===== src/rtl/ram_dma_if.sv =====
// Request and RAM-port signal bundle for ram_dma.
// The slave modport is the DMA engine; master is the requester and RAM side.
interface ram_dma_if #(
    parameter int AW = 8,
    parameter int DW = 8
);
    logic          start;
    logic          mode;
    logic [AW-1:0] src;
    logic [AW-1:0] dst;
    logic [AW-1:0] len;
    logic [DW-1:0] fill_val;
    logic          busy;
    logic          done;
    logic [AW-1:0] mem_abus;
    logic [DW-1:0] mem_dbus_i;
    logic [DW-1:0] mem_dbus_o;
    logic          mem_wr_en;

    modport slave (
        input  start, mode, src, dst, len, fill_val, mem_dbus_i,
        output busy, done, mem_abus, mem_dbus_o, mem_wr_en
    );

    modport master (
        output start, mode, src, dst, len, fill_val, mem_dbus_i,
        input  busy, done, mem_abus, mem_dbus_o, mem_wr_en
    );
endinterface


===== src/rtl/ram_dma.sv =====
// Single-port RAM DMA engine: forward copy (READ/WRITE pairs) or constant fill.
// RAM read is asynchronous, so each READ cycle captures data at its closing edge.
module ram_dma #(
    parameter int AW = 8,
    parameter int DW = 8
) (
    input  logic     clk,
    input  logic     rst,
    ram_dma_if.slave bus
);
    typedef enum logic [1:0] {IDLE, READ, WRITE, DONE} state_t;

    state_t        state, state_nx;
    logic          mode_q;
    logic [AW-1:0] src_ptr, dst_ptr, cnt;
    logic [DW-1:0] fill_q, hold;

    always_ff @(posedge clk or posedge rst) begin
        if (rst) begin
            state   <= IDLE;
            mode_q  <= 1'b0;
            src_ptr <= '0;
            dst_ptr <= '0;
            cnt     <= '0;
            fill_q  <= '0;
            hold    <= '0;
        end else begin
            state <= state_nx;
            case (state)
                IDLE: if (bus.start) begin
                    mode_q  <= bus.mode;
                    src_ptr <= bus.src;
                    dst_ptr <= bus.dst;
                    cnt     <= bus.len;
                    fill_q  <= bus.fill_val;
                end
                READ: begin
                    hold    <= bus.mem_dbus_i;
                    src_ptr <= src_ptr + 1'b1;
                end
                WRITE: begin
                    dst_ptr <= dst_ptr + 1'b1;
                    cnt     <= cnt - 1'b1;
                end
                default: ;
            endcase
        end
    end

    // cnt still holds the pre-decrement value in WRITE, so 1 means last word.
    always_comb begin
        state_nx       = state;
        bus.busy       = 1'b0;
        bus.done       = 1'b0;
        bus.mem_abus   = '0;
        bus.mem_dbus_o = '0;
        bus.mem_wr_en  = 1'b0;
        case (state)
            IDLE: if (bus.start) begin
                if (bus.len == '0) state_nx = DONE;
                else               state_nx = bus.mode ? WRITE : READ;
            end
            READ: begin
                bus.busy     = 1'b1;
                bus.mem_abus = src_ptr;
                state_nx     = WRITE;
            end
            WRITE: begin
                bus.busy       = 1'b1;
                bus.mem_abus   = dst_ptr;
                bus.mem_dbus_o = mode_q ? fill_q : hold;
                bus.mem_wr_en  = 1'b1;
                if (cnt == AW'(1)) state_nx = DONE;
                else               state_nx = mode_q ? WRITE : READ;
            end
            DONE: begin
                bus.done = 1'b1;
                state_nx = IDLE;
            end
            default: state_nx = IDLE;
        endcase
    end
endmodule


===== src/flat_wrapper.sv =====
// flat-port wrapper written by rule: the top's interface ports become plain ports
module ram_dma_flat 
#(
    parameter int AW = 8,
    parameter int DW = 8
)
  (clk, rst, bus_start, bus_mode, bus_src, bus_dst, bus_len, bus_fill_val, bus_mem_dbus_i, bus_busy, bus_done, bus_mem_abus, bus_mem_dbus_o, bus_mem_wr_en);
  ram_dma_if #(.AW(AW), .DW(DW)) bus_i ();
  input  logic clk;
  input  logic rst;
  input wire logic [$bits(bus_i.start)-1:0] bus_start;
  input wire logic [$bits(bus_i.mode)-1:0] bus_mode;
  input wire logic [$bits(bus_i.src)-1:0] bus_src;
  input wire logic [$bits(bus_i.dst)-1:0] bus_dst;
  input wire logic [$bits(bus_i.len)-1:0] bus_len;
  input wire logic [$bits(bus_i.fill_val)-1:0] bus_fill_val;
  input wire logic [$bits(bus_i.mem_dbus_i)-1:0] bus_mem_dbus_i;
  output wire logic [$bits(bus_i.busy)-1:0] bus_busy;
  output wire logic [$bits(bus_i.done)-1:0] bus_done;
  output wire logic [$bits(bus_i.mem_abus)-1:0] bus_mem_abus;
  output wire logic [$bits(bus_i.mem_dbus_o)-1:0] bus_mem_dbus_o;
  output wire logic [$bits(bus_i.mem_wr_en)-1:0] bus_mem_wr_en;
  assign bus_i.start = bus_start;
  assign bus_i.mode = bus_mode;
  assign bus_i.src = bus_src;
  assign bus_i.dst = bus_dst;
  assign bus_i.len = bus_len;
  assign bus_i.fill_val = bus_fill_val;
  assign bus_i.mem_dbus_i = bus_mem_dbus_i;
  assign bus_busy = bus_i.busy;
  assign bus_done = bus_i.done;
  assign bus_mem_abus = bus_i.mem_abus;
  assign bus_mem_dbus_o = bus_i.mem_dbus_o;
  assign bus_mem_wr_en = bus_i.mem_wr_en;
  ram_dma #(.AW(AW), .DW(DW)) u_core (.clk(clk), .rst(rst), .bus(bus_i));
endmodule

===== config.mk =====
export PLATFORM = sky130hd
export DESIGN_NAME = ram_dma_flat
export DESIGN_NICKNAME = d
export VERILOG_FILES = /design/src/rtl/ram_dma_if.sv /design/src/rtl/ram_dma.sv /design/src/flat_wrapper.sv
export SDC_FILE = /design/constraint.sdc
export NUM_CORES = 1
export LEC_CHECK = 0
export CAP_MARGIN = 40
export CORE_UTILIZATION = 45
export DETAILED_ROUTE_END_ITERATION = 7
export GPL_ROUTABILITY_DRIVEN = 0
export PLACE_DENSITY = 0.77
export RECOVER_POWER = 50
export SKIP_CTS_REPAIR_TIMING = 1
export SYNTH_ARGS = -nofsm -noshare
export SYNTH_HDL_FRONTEND = slang
export SYNTH_SLANG_ARGS = --single-unit
export TNS_END_PERCENT = 100

===== constraint.sdc =====
create_clock -name clk -period 1.6 [get_ports clk]
set_input_delay 0.24 -clock clk [delete_from_list [all_inputs] [get_ports clk]]
set_output_delay 0.24 -clock clk [all_outputs]
set_load 0.005 [all_outputs]

==> reports/metrics.cfg, run 1 <==
[power]
cellPowerDensity_nw_per_um2 = 593
p_leak_nw = 1.82
ir_drop_mv = 0.452

[floorplan]
die_w_um = 76.7
ios = 63
fp.dieArea_um2 = 5890
coreArea_um2 = 5240
start_util = 0.480
rows = 26
fp.dieH_um = 76.7

[finish]
num-nets-final = 447
n_antenna_cell = 0
layout-drive-gt1-share = 0.394
area_growth_pct = 61.3

[routing]
first_iter_violations = 199
num_vias = 2693
route.detailed.drc = 0
wl_per_cell_um = 17.7
wirelength_um = 8240
vias_per_cell = 5.78
antenna_left = 0
dr.pass1.iters = 5

[clock_tree]
cts_root_buf = clkbuf_8
clockBufferDepth = 2
cts_tree = built
clock_latency_ns = 0.31
cts_max_level = 2
cts_made_buffers = 5
cts.sinks = 43
clkTransAtPathRegs_ns = 0.08

[place]
io_buffer_count = 62
dpl.hpwl_um = 4970
dp_slack_ns = -0.222

[global_route]
antenna_found_initial = 0
grt_use_total = 0.232
grt_max_degree = 24
grt_pass1_wl_um = 11000
grt_pass1_vias = 2405
grt-ovfl-total = 0

[sta]
setup_violations = 32
timing.final.crit_period_ns = 1.90
fmax_mhz = 525
worst_pin_slew_ns = 0.572
rsz0062_at_grt = yes
finClkSkew_ns = 0.00517
final.setup.tns_ns = -4.34
hold_violations = 0
period_share = 1.19
timing.final.ws_setup_ns = -0.304
max-slew-margin-rel = 0.619
slew_violations = 0

[synthesis]
yosysWarnings = 0
synth.area.top_cells = dfrtp_1 (43%), mux2_2 (7.6%), a21oi_1 (5.8%)
netlist_area_um2 = 2510
synth_top_area_share = 0.428
syn_nets = 326
synth_cells = 274
synth_edf_count = 0
ys_seq_elements = 43
yosysSeqAreaShare = 0.428
async_flop_share = 1.00
syn_avg_cell_area_um2 = 9.17
synth_top_flop_cell = dfrtp_1
synth_top_cell_by_area = dfrtp_1
synth_cell_types = 36

[min_path]
hp-class = flip-flop to flip-flop

[critical_path]
crit_fanout = 5
cp_cell_sequence = buf_6, ha_4, buf_6, buf_6, a22oi_2, nor2b_1, buf_2
worstSetupPathType = flip-flop to output port
cp_data_required_time_ns = 1.36
cpLargestDelayFamily = buffers and inverters
worstSetupEndpointType = output port
path_common_cell = buf_6
start_kind = flip-flop
cp_slowest_cell = dfrtp_1
arrival_ns = 1.66
max_stage_delay_ns = 0.42
worst-path-buf-inv = 4

[flow_run]
drv_cap = 0

[run_status]
status = complete, but fails checks
failed_checks = setup timing

==> cells in the mapped netlist, types with 8 or more instances <==
| cell type | instances |
|---|---|
| o21ai_0 | 20 |
| mux2_2 | 17 |
| mux2i_1 | 13 |
| a21oi_1 | 29 |
| nand3_1 | 12 |
| ha_1 | 8 |
| dfrtp_1 | 43 |
| nand2_1 | 21 |
| inv_1 | 11 |
| nor2_1 | 19 |
| o22ai_1 | 10 |
==> layout by cell type (no fill, tap or decap), types with 3 or more instances in the layout <==
cell type        netlist  layout
nor2_2                 0       3
nor4_1                 3       3
mux2_2                17      16
ha_4                   0       3
inv_1                 11       7
buf_12                 0       3
dlymetal6s2s_1         0       3
nand4_1                7       7
buf_8                  0       4
nand2_1               21      17
a21oi_2                0      12
a31oi_1                3       3
ha_1                   8       5
a22oi_2                0       5
nand3_1               12      11
a21oi_1               29      17
clkbuf_2               0      10
buf_4                  0      45
nor2_1                19      12
buf_2                  7       8
nor2_4                 0       4
dfrtp_1               43      43
buf_6                  0      11
a21boi_1               0       3
o22ai_1               10      10
mux2i_1               13      12
o21ai_0               20      17
nand2_2                0       4
a21o_1                 3       3
nor2b_1                6       6
clkdlybuf4s50_1        0      42
clkbuf_8               0       5
==> metal layers <==
layer / vias up / share of wire / global-route usage
li1: 1242 / - / -
met1: 1316 / 0.40 / 0.309
met2: 110 / 0.52 / 0.381
met3: 25 / 0.057 / 0.0440
met4: 0 / 0.026 / 0.0692
met5: - / 0 / 0
==> sequential cells by signal, indices dropped and copies added, names as in the netlist <==
signal	count
u_core.dst_ptr	8
u_core.fill_q	8
u_core.hold	8
u_core.cnt	8
u_core.src_ptr	8
u_core.mode_q	1
u_core.state	2
==> cell type report <==
class	instances	area, um^2
clock inverters	2	12.5
repair buffers	129	1190
flip-flops and latches	43	1080
clock buffers	6	72.6
well taps	70	87.6
fillers	316	1180
inverters	11	46.3
multi-input cells	205	1570
==> path summary, 6_finish.rpt <==
kind / startpoint / to / slack (ns) / cells past startpoint
min: u_core.hold[6] / u_core.hold[6] / 0.51 / 1
max reg2reg: u_core.state[0] / u_core.src_ptr[4] / -0.16 / 10
max in group asynchronous: rst / u_core.dst_ptr[3] / 0.68 / 3
min in group asynchronous: rst / u_core.fill_q[2] / 0.53 / 3
max: u_core.state[1] / bus_mem_abus[1] / -0.30 / 7
min reg2reg: u_core.hold[6] / u_core.hold[6] / 0.51 / 1
==> metrics by stage <==
stage / cells / area (um^2) / util / power [mW] / hold slack (ns)
4_1_cts: 448 / 3640 / 0.694 / 2.35 / 0.306
5_1_grt: 466 / 4050 / 0.774 / 2.50 / 0.531
3_5_place_dp: 440 / 3550 / 0.678 / 1.66 / 0.495
2_1_floorplan: 274 / 2520 / - / 1.43 / 0.391
6_report: 466 / 4050 / 0.774 / 2.40 / 0.510
3_3_place_gp: 440 / 3550 / 0.678 / 1.64 / 0.489
==> kinds of logic (layout without fill, tap and decap cells) <==
kind of cell	Yosys count	after routing	share of synthesized area
AO/OA/AOI/OAI	83	83	0.196
flip-flops	43	43	0.428
buffers and inverters	26	148	0.0423
multiplexers	30	30	0.128
adder cells (fa/ha/maj)	8	8	0.0398
AND/OR/NAND/NOR	84	84	0.165
==> worst reg2reg max path: cells and delay by family, from the launching register on <==
family / cells / cell delay [ns]
buffers and inverters: 5 / 0.68
flip-flops: 1 / 0.42
adder cells (fa/ha/maj): 1 / 0.17
AND/OR/NAND/NOR: 1 / 0.12
AO/OA/AOI/OAI: 2 / 0.10
multiplexers: 1 / 0.17
==> report_power, final <==
group	switching [mW]	internal (mW)
Sequential	0.146	1.18
Clock	0.401	0.306
Combinational	0.160	0.215
Total	0.708	1.70
(Power assumes the default switching activity.)
==> run 2, diff against run 1 <==
- CORE_UTILIZATION: 45 -> 53
- PLACE_DENSITY: 0.77 -> 0.85
- clock period: 1.6 -> 2.4 ns (I/O delays scaled with it)
==> reports/metrics.cfg, run 2 (synthesis gave the netlist of run 1 again) <==
[global_route]
grt_use_total = 0.256  ; +0.0236
grt_max_degree = 44  ; +83%
antenna_found_initial = 0  ; unchanged
grt_pass1_wl_um = 10100  ; -7.8%
grt_pass1_vias = 2207  ; -8.2%
grt-ovfl-total = 0  ; unchanged

[floorplan]
fp.dieArea_um2 = 5020  ; -15%
ios = 63  ; unchanged
fp.dieH_um = 70.9  ; -7.7%
coreArea_um2 = 4440  ; -15%
start_util = 0.565  ; +0.0856
rows = 24  ; -7.7%
die_w_um = 70.9  ; -7.7%

[clock_tree]
cts_root_buf = clkbuf_8
clock_latency_ns = 0.30  ; about the same
cts_made_buffers = 5  ; unchanged
clkTransAtPathRegs_ns = 0.08  ; about the same
cts.sinks = 43  ; unchanged
cts_max_level = 2  ; unchanged
cts_tree = built
clockBufferDepth = 2  ; unchanged

[critical_path]
worstSetupPathType = flip-flop to output port
cpLargestDelayFamily = buffers and inverters
arrival_ns = 1.99  ; +0.33 ns
cp_cell_sequence = inv_2, ha_4, buf_12, nand2_1, a21boi_2, clkdlybuf4s50_1
crit-reg2reg-launch = u_core.state[0]
setup.worst_path.start = u_core.state[1]
worst-path-buf-inv = 3  ; -1
worstSetupEndpointType = output port
crit_fanout = 20  ; +15
cp_data_required_time_ns = 2.04  ; +0.68 ns
max_stage_delay_ns = 0.51  ; +0.09 ns
cp_slowest_cell = clkdlybuf4s50_1
start_kind = flip-flop

[place]
dp_slack_ns = 0.213  ; +0.434 ns
post-place-cells = 383  ; -13%
placed_area_um2 = 3220  ; -9.3%
io_buffer_count = 62  ; unchanged
dpl.hpwl_um = 4440  ; -11%

[flow_run]
drv_cap = 0  ; unchanged

[routing]
num_vias = 2350  ; -13%
wl_met3_um = 390  ; -16%
wirelength_um = 6200  ; -25%
first_iter_violations = 248  ; +25%
vias_per_cell = 6.01  ; +4.0%
m1WireLength_um = 2640  ; -20%
dr.pass1.iters = 7  ; +2
top_layer = met4
route.detailed.drc = 2  ; +2
wl_per_cell_um = 15.8  ; -10%
antenna_left = 0  ; unchanged
wl_met2_um = 3100  ; -27%

[run_status]
status = complete, but fails checks
failed_checks = DRC

[sta]
final.setup.tns_ns = 0  ; +4.34 ns
worst_pin_slew_ns = 1.06  ; +0.489 ns
fmax_mhz = 426
hold_violations = 0  ; unchanged
setup_violations = 0  ; -100%
max-slew-margin-rel = 0.293  ; -0.326
slew_violations = 0  ; unchanged
timing.final.ws_setup_ns = 0.0544  ; +0.358 ns
finalHoldWorstSlack_ns = 0.510  ; -0.000101 ns
timing.final.crit_period_ns = 2.35
finClkSkew_ns = 0.00488  ; -0.000288 ns
period_share = 0.977

[finish]
num-nets-final = 390  ; -13%
final_common_cell = clkdlybuf4s50_1
area_growth_pct = 33.3
n_antenna_cell = 0  ; unchanged
final_util = 0.754  ; -0.0201
final_cell_mix = clkdlybuf4s50_1 (61), dfrtp_1 (41), a21oi_1 (29), nand2_1 (21), o21ai_0 (20)
finalInstanceArea_um2 = 3350  ; -17%
layout-drive-gt1-share = 0.133  ; -0.261
instances_no_fill = 391  ; -16%

[power]
ir_drop_mv = 0.308  ; -32%
p_leak_nw = 1.42  ; -22%
power_mw = 1.52  ; -37%
cellPowerDensity_nw_per_um2 = 454  ; -23%

[min_path]
hold_start = u_core.hold[5]
hp-class = flip-flop to flip-flop

==> run 2: cell types whose count changed in the layout (fill, tap and decap cells not counted), sizes merged <==
cell and change:
clkdlybuf4s50 +19, buf -62, dlymetal6s2s -3, clkbuf -12, clkinvlp -1, clkinv +2
==> run 2: path summary, 6_finish.rpt <==
check	endpoint	slack (ns)	cells past startpoint
min	u_core.hold[5]	0.51	1
min in group asynchronous	u_core.fill_q[1]	0.84	3
min reg2reg	u_core.hold[5]	0.51	1
max reg2reg	u_core.dst_ptr[0]	0.36	7
max in group asynchronous	u_core.state[1]	0.86	3
max	bus_mem_abus[3]	0.05	6
==> run 2: final cells by class <==
type / count / area [um^2]
Multi-Input combinational cell: 205 / 1380
Fill cell: 336 / 1090
Sequential cell: 43 / 1080
Timing Repair Buffer: 72 / 706
Clock buffer: 5 / 68.8
Tap cell: 52 / 65.1
Inverter: 11 / 41.3
Clock inverter: 3 / 15.0
==> run 2: layer usage <==
layer  vias up  GRT usage
met4         0     0.0556
li1       1130          -
met1      1114      0.347
met3         8     0.0513
met5         -          0
met2        98      0.427
==> run 2: power breakdown <==
group	switching, mW	internal [mW]
Sequential	0.0877	0.784
Clock	0.255	0.199
Combinational	0.0786	0.117
Total	0.421	1.10
==> run 3, diff against run 2 <==
- SKIP_CTS_REPAIR_TIMING: 1 -> not set
- SLEW_MARGIN: not set -> 20
- clock period: 2.4 -> 3 ns (I/O delays scaled with it)
==> reports/metrics.cfg, run 3 (synthesis gave the netlist of run 1 again) <==
[run_status]
status = finished, final reports clean

[finish]
final_cell_mix = clkdlybuf4s50_1 (60), dfrtp_1 (43), a21oi_1 (29), nand2_1 (21), o21ai_0 (20)
instances_no_fill = 388  ; -0.77%
multi_input_area_um2 = 1330  ; -3.3%
final_common_cell = clkdlybuf4s50_1
area_growth_pct = 29.6
fillers = 351  ; +4.5%
regArea_um2 = 1080  ; -0.23%
n_antenna_cell = 0  ; unchanged
finalInstanceArea_um2 = 3260  ; -2.8%
layout-drive-gt1-share = 0.0863  ; -0.0464
num-nets-final = 387  ; -0.77%

[clock_tree]
clockBufferDepth = 2  ; unchanged
cts_tree = built
clock_latency_ns = 0.29  ; about the same
clkTransAtPathRegs_ns = 0.08  ; about the same
cts_root_buf = clkbuf_8
cts_hold_buf = 0
cts_made_buffers = 5  ; unchanged
cts_resized = 0
post_cts_buffers = 0
cts.sinks = 43  ; unchanged
cts_max_level = 2  ; unchanged

[min_path]
whs_path_depth = 1  ; unchanged
min_to = u_core.hold[1]
hp-class = flip-flop to flip-flop
hold_start = u_core.hold[1]

[critical_path]
cp_data_required_time_ns = 2.55  ; +0.51 ns
worstSetupEndpointType = output port
start_kind = flip-flop
r2r_cells = 8  ; +1
crit_fanout = 20  ; unchanged
r2r_end = u_core.dst_ptr[0]
crit-reg2reg-launch = u_core.state[0]
worstSetupPathType = flip-flop to output port
arrival_ns = 2.26  ; +0.27 ns
r2r_slack_ns = 0.68  ; +0.32 ns

[sta]
slew_violations = 0  ; unchanged
rsz0062_at_grt = no
worst_pin_slew_ns = 1.07  ; +0.00839 ns
finalHoldWorstSlack_ns = 0.511  ; +0.00150 ns
final.setup.tns_ns = 0  ; unchanged
timing.final.ws_setup_ns = 0.290  ; +0.235 ns
setup_violations = 0  ; unchanged
hold_violations = 0  ; unchanged
period_share = 0.903
fmax_mhz = 369
timing.final.crit_period_ns = 2.71
finClkSkew_ns = 0.00640  ; +0.00152 ns
max-slew-margin-rel = 0.287  ; -0.00560

[global_route]
antenna_found_initial = 0  ; unchanged
grt_use_total = 0.259  ; +0.00308
grt_pass1_vias = 2168  ; -1.8%
grt_pass1_wl_um = 10100  ; -0.62%
grt-ovfl-total = 0  ; unchanged
grt_max_degree = 44  ; unchanged

[floorplan]
start_util = 0.565  ; unchanged
fp.dieH_um = 70.9  ; unchanged
die_w_um = 70.9  ; unchanged
ios = 63  ; unchanged
fp.dieArea_um2 = 5020  ; unchanged
coreArea_um2 = 4440  ; unchanged
rows = 24  ; unchanged

[power]
comb_power_share = 0.128  ; about the same
cellPowerDensity_nw_per_um2 = 371  ; -18%
p_leak_nw = 1.39  ; -1.9%
swShare = 0.268  ; -0.00886
clkPwrFrac = 0.291  ; -0.008
ir_drop_mv = 0.291  ; -5.6%
p_sw_mw = 0.323  ; -23%
p_seq_frac = 0.581  ; +0.008
intPower_mw = 0.884  ; -20%

[routing]
wl_per_cell_um = 15.7  ; -1.1%
wirelength_um = 6080  ; -1.9%
dr.pass1.iters = 6  ; -1
first_iter_violations = 138  ; -44%
num_vias = 2326  ; -1.0%
vias_per_cell = 5.99  ; -0.26%
route.detailed.drc = 0  ; -2
antenna_left = 0  ; unchanged

[place]
io_buffer_count = 62  ; unchanged
dpl.hpwl_um = 4430  ; -0.23%
placed_area_um2 = 3190  ; -1.1%
dp_slack_ns = 0.623  ; +0.411 ns
post-place-cells = 380  ; -0.78%

[flow_run]
drv_cap = 0  ; unchanged

run 3: worst max path at each step:
stage                     from              end  slack (ns)
5_1_grt        u_core.state[1]  bus_mem_abus[3]        0.11
3_3_place_gp   u_core.state[1]  bus_mem_abus[0]        0.61
6_report       u_core.state[1]  bus_mem_abus[7]        0.29
4_1_cts        u_core.state[1]  bus_mem_abus[7]        0.29
3_5_place_dp   u_core.state[1]  bus_mem_abus[7]        0.62
2_1_floorplan  u_core.state[0]  bus_mem_abus[0]        1.08
run 3: critical path: stages (launching register included):
cell,delay (ns)
dfrtp_1,0.42
inv_1,0.10
ha_1,0.56
and2_1,0.24
a21oi_1,0.05
nor2b_1,0.10
clkdlybuf4s50_1,0.50
run 3: per-layer routing:
metal	GRT usage	vias up	wire length (um)
li1	-	1123	-
met1	0.331	1098	2580
met2	0.435	96	3000
met3	0.0613	9	433
met4	0.0844	0	65
met5	0	-	0
run 3: per-stage QoR:
stage          utilization  total power [mW]
2_1_floorplan            -             0.763
3_3_place_gp         0.717             0.860
3_5_place_dp         0.717             0.865
4_1_cts              0.735              1.21
5_1_grt              0.733              1.27
6_report             0.733              1.21
run 3: area by class of cell:
cell class / instances / area share
Multi-Input combinational cell: 205 / 0.408
Clock buffer: 7 / 0.0234
Inverter: 11 / 0.0127
Tap cell: 52 / 0.0200
Sequential cell: 43 / 0.330
Clock inverter: 1 / 0.00154
Timing Repair Buffer: 69 / 0.204
run 3: power groups by stage:
stage	Sequential [mW]	Clock, mW	Combinational [mW]
6_report	0.701	0.351	0.155
5_1_grt	0.706	0.387	0.177
4_1_cts	0.697	0.358	0.158
3_5_place_dp	0.707	0	0.157
3_3_place_gp	0.707	0	0.153
2_1_floorplan	0.683	0	0.0802
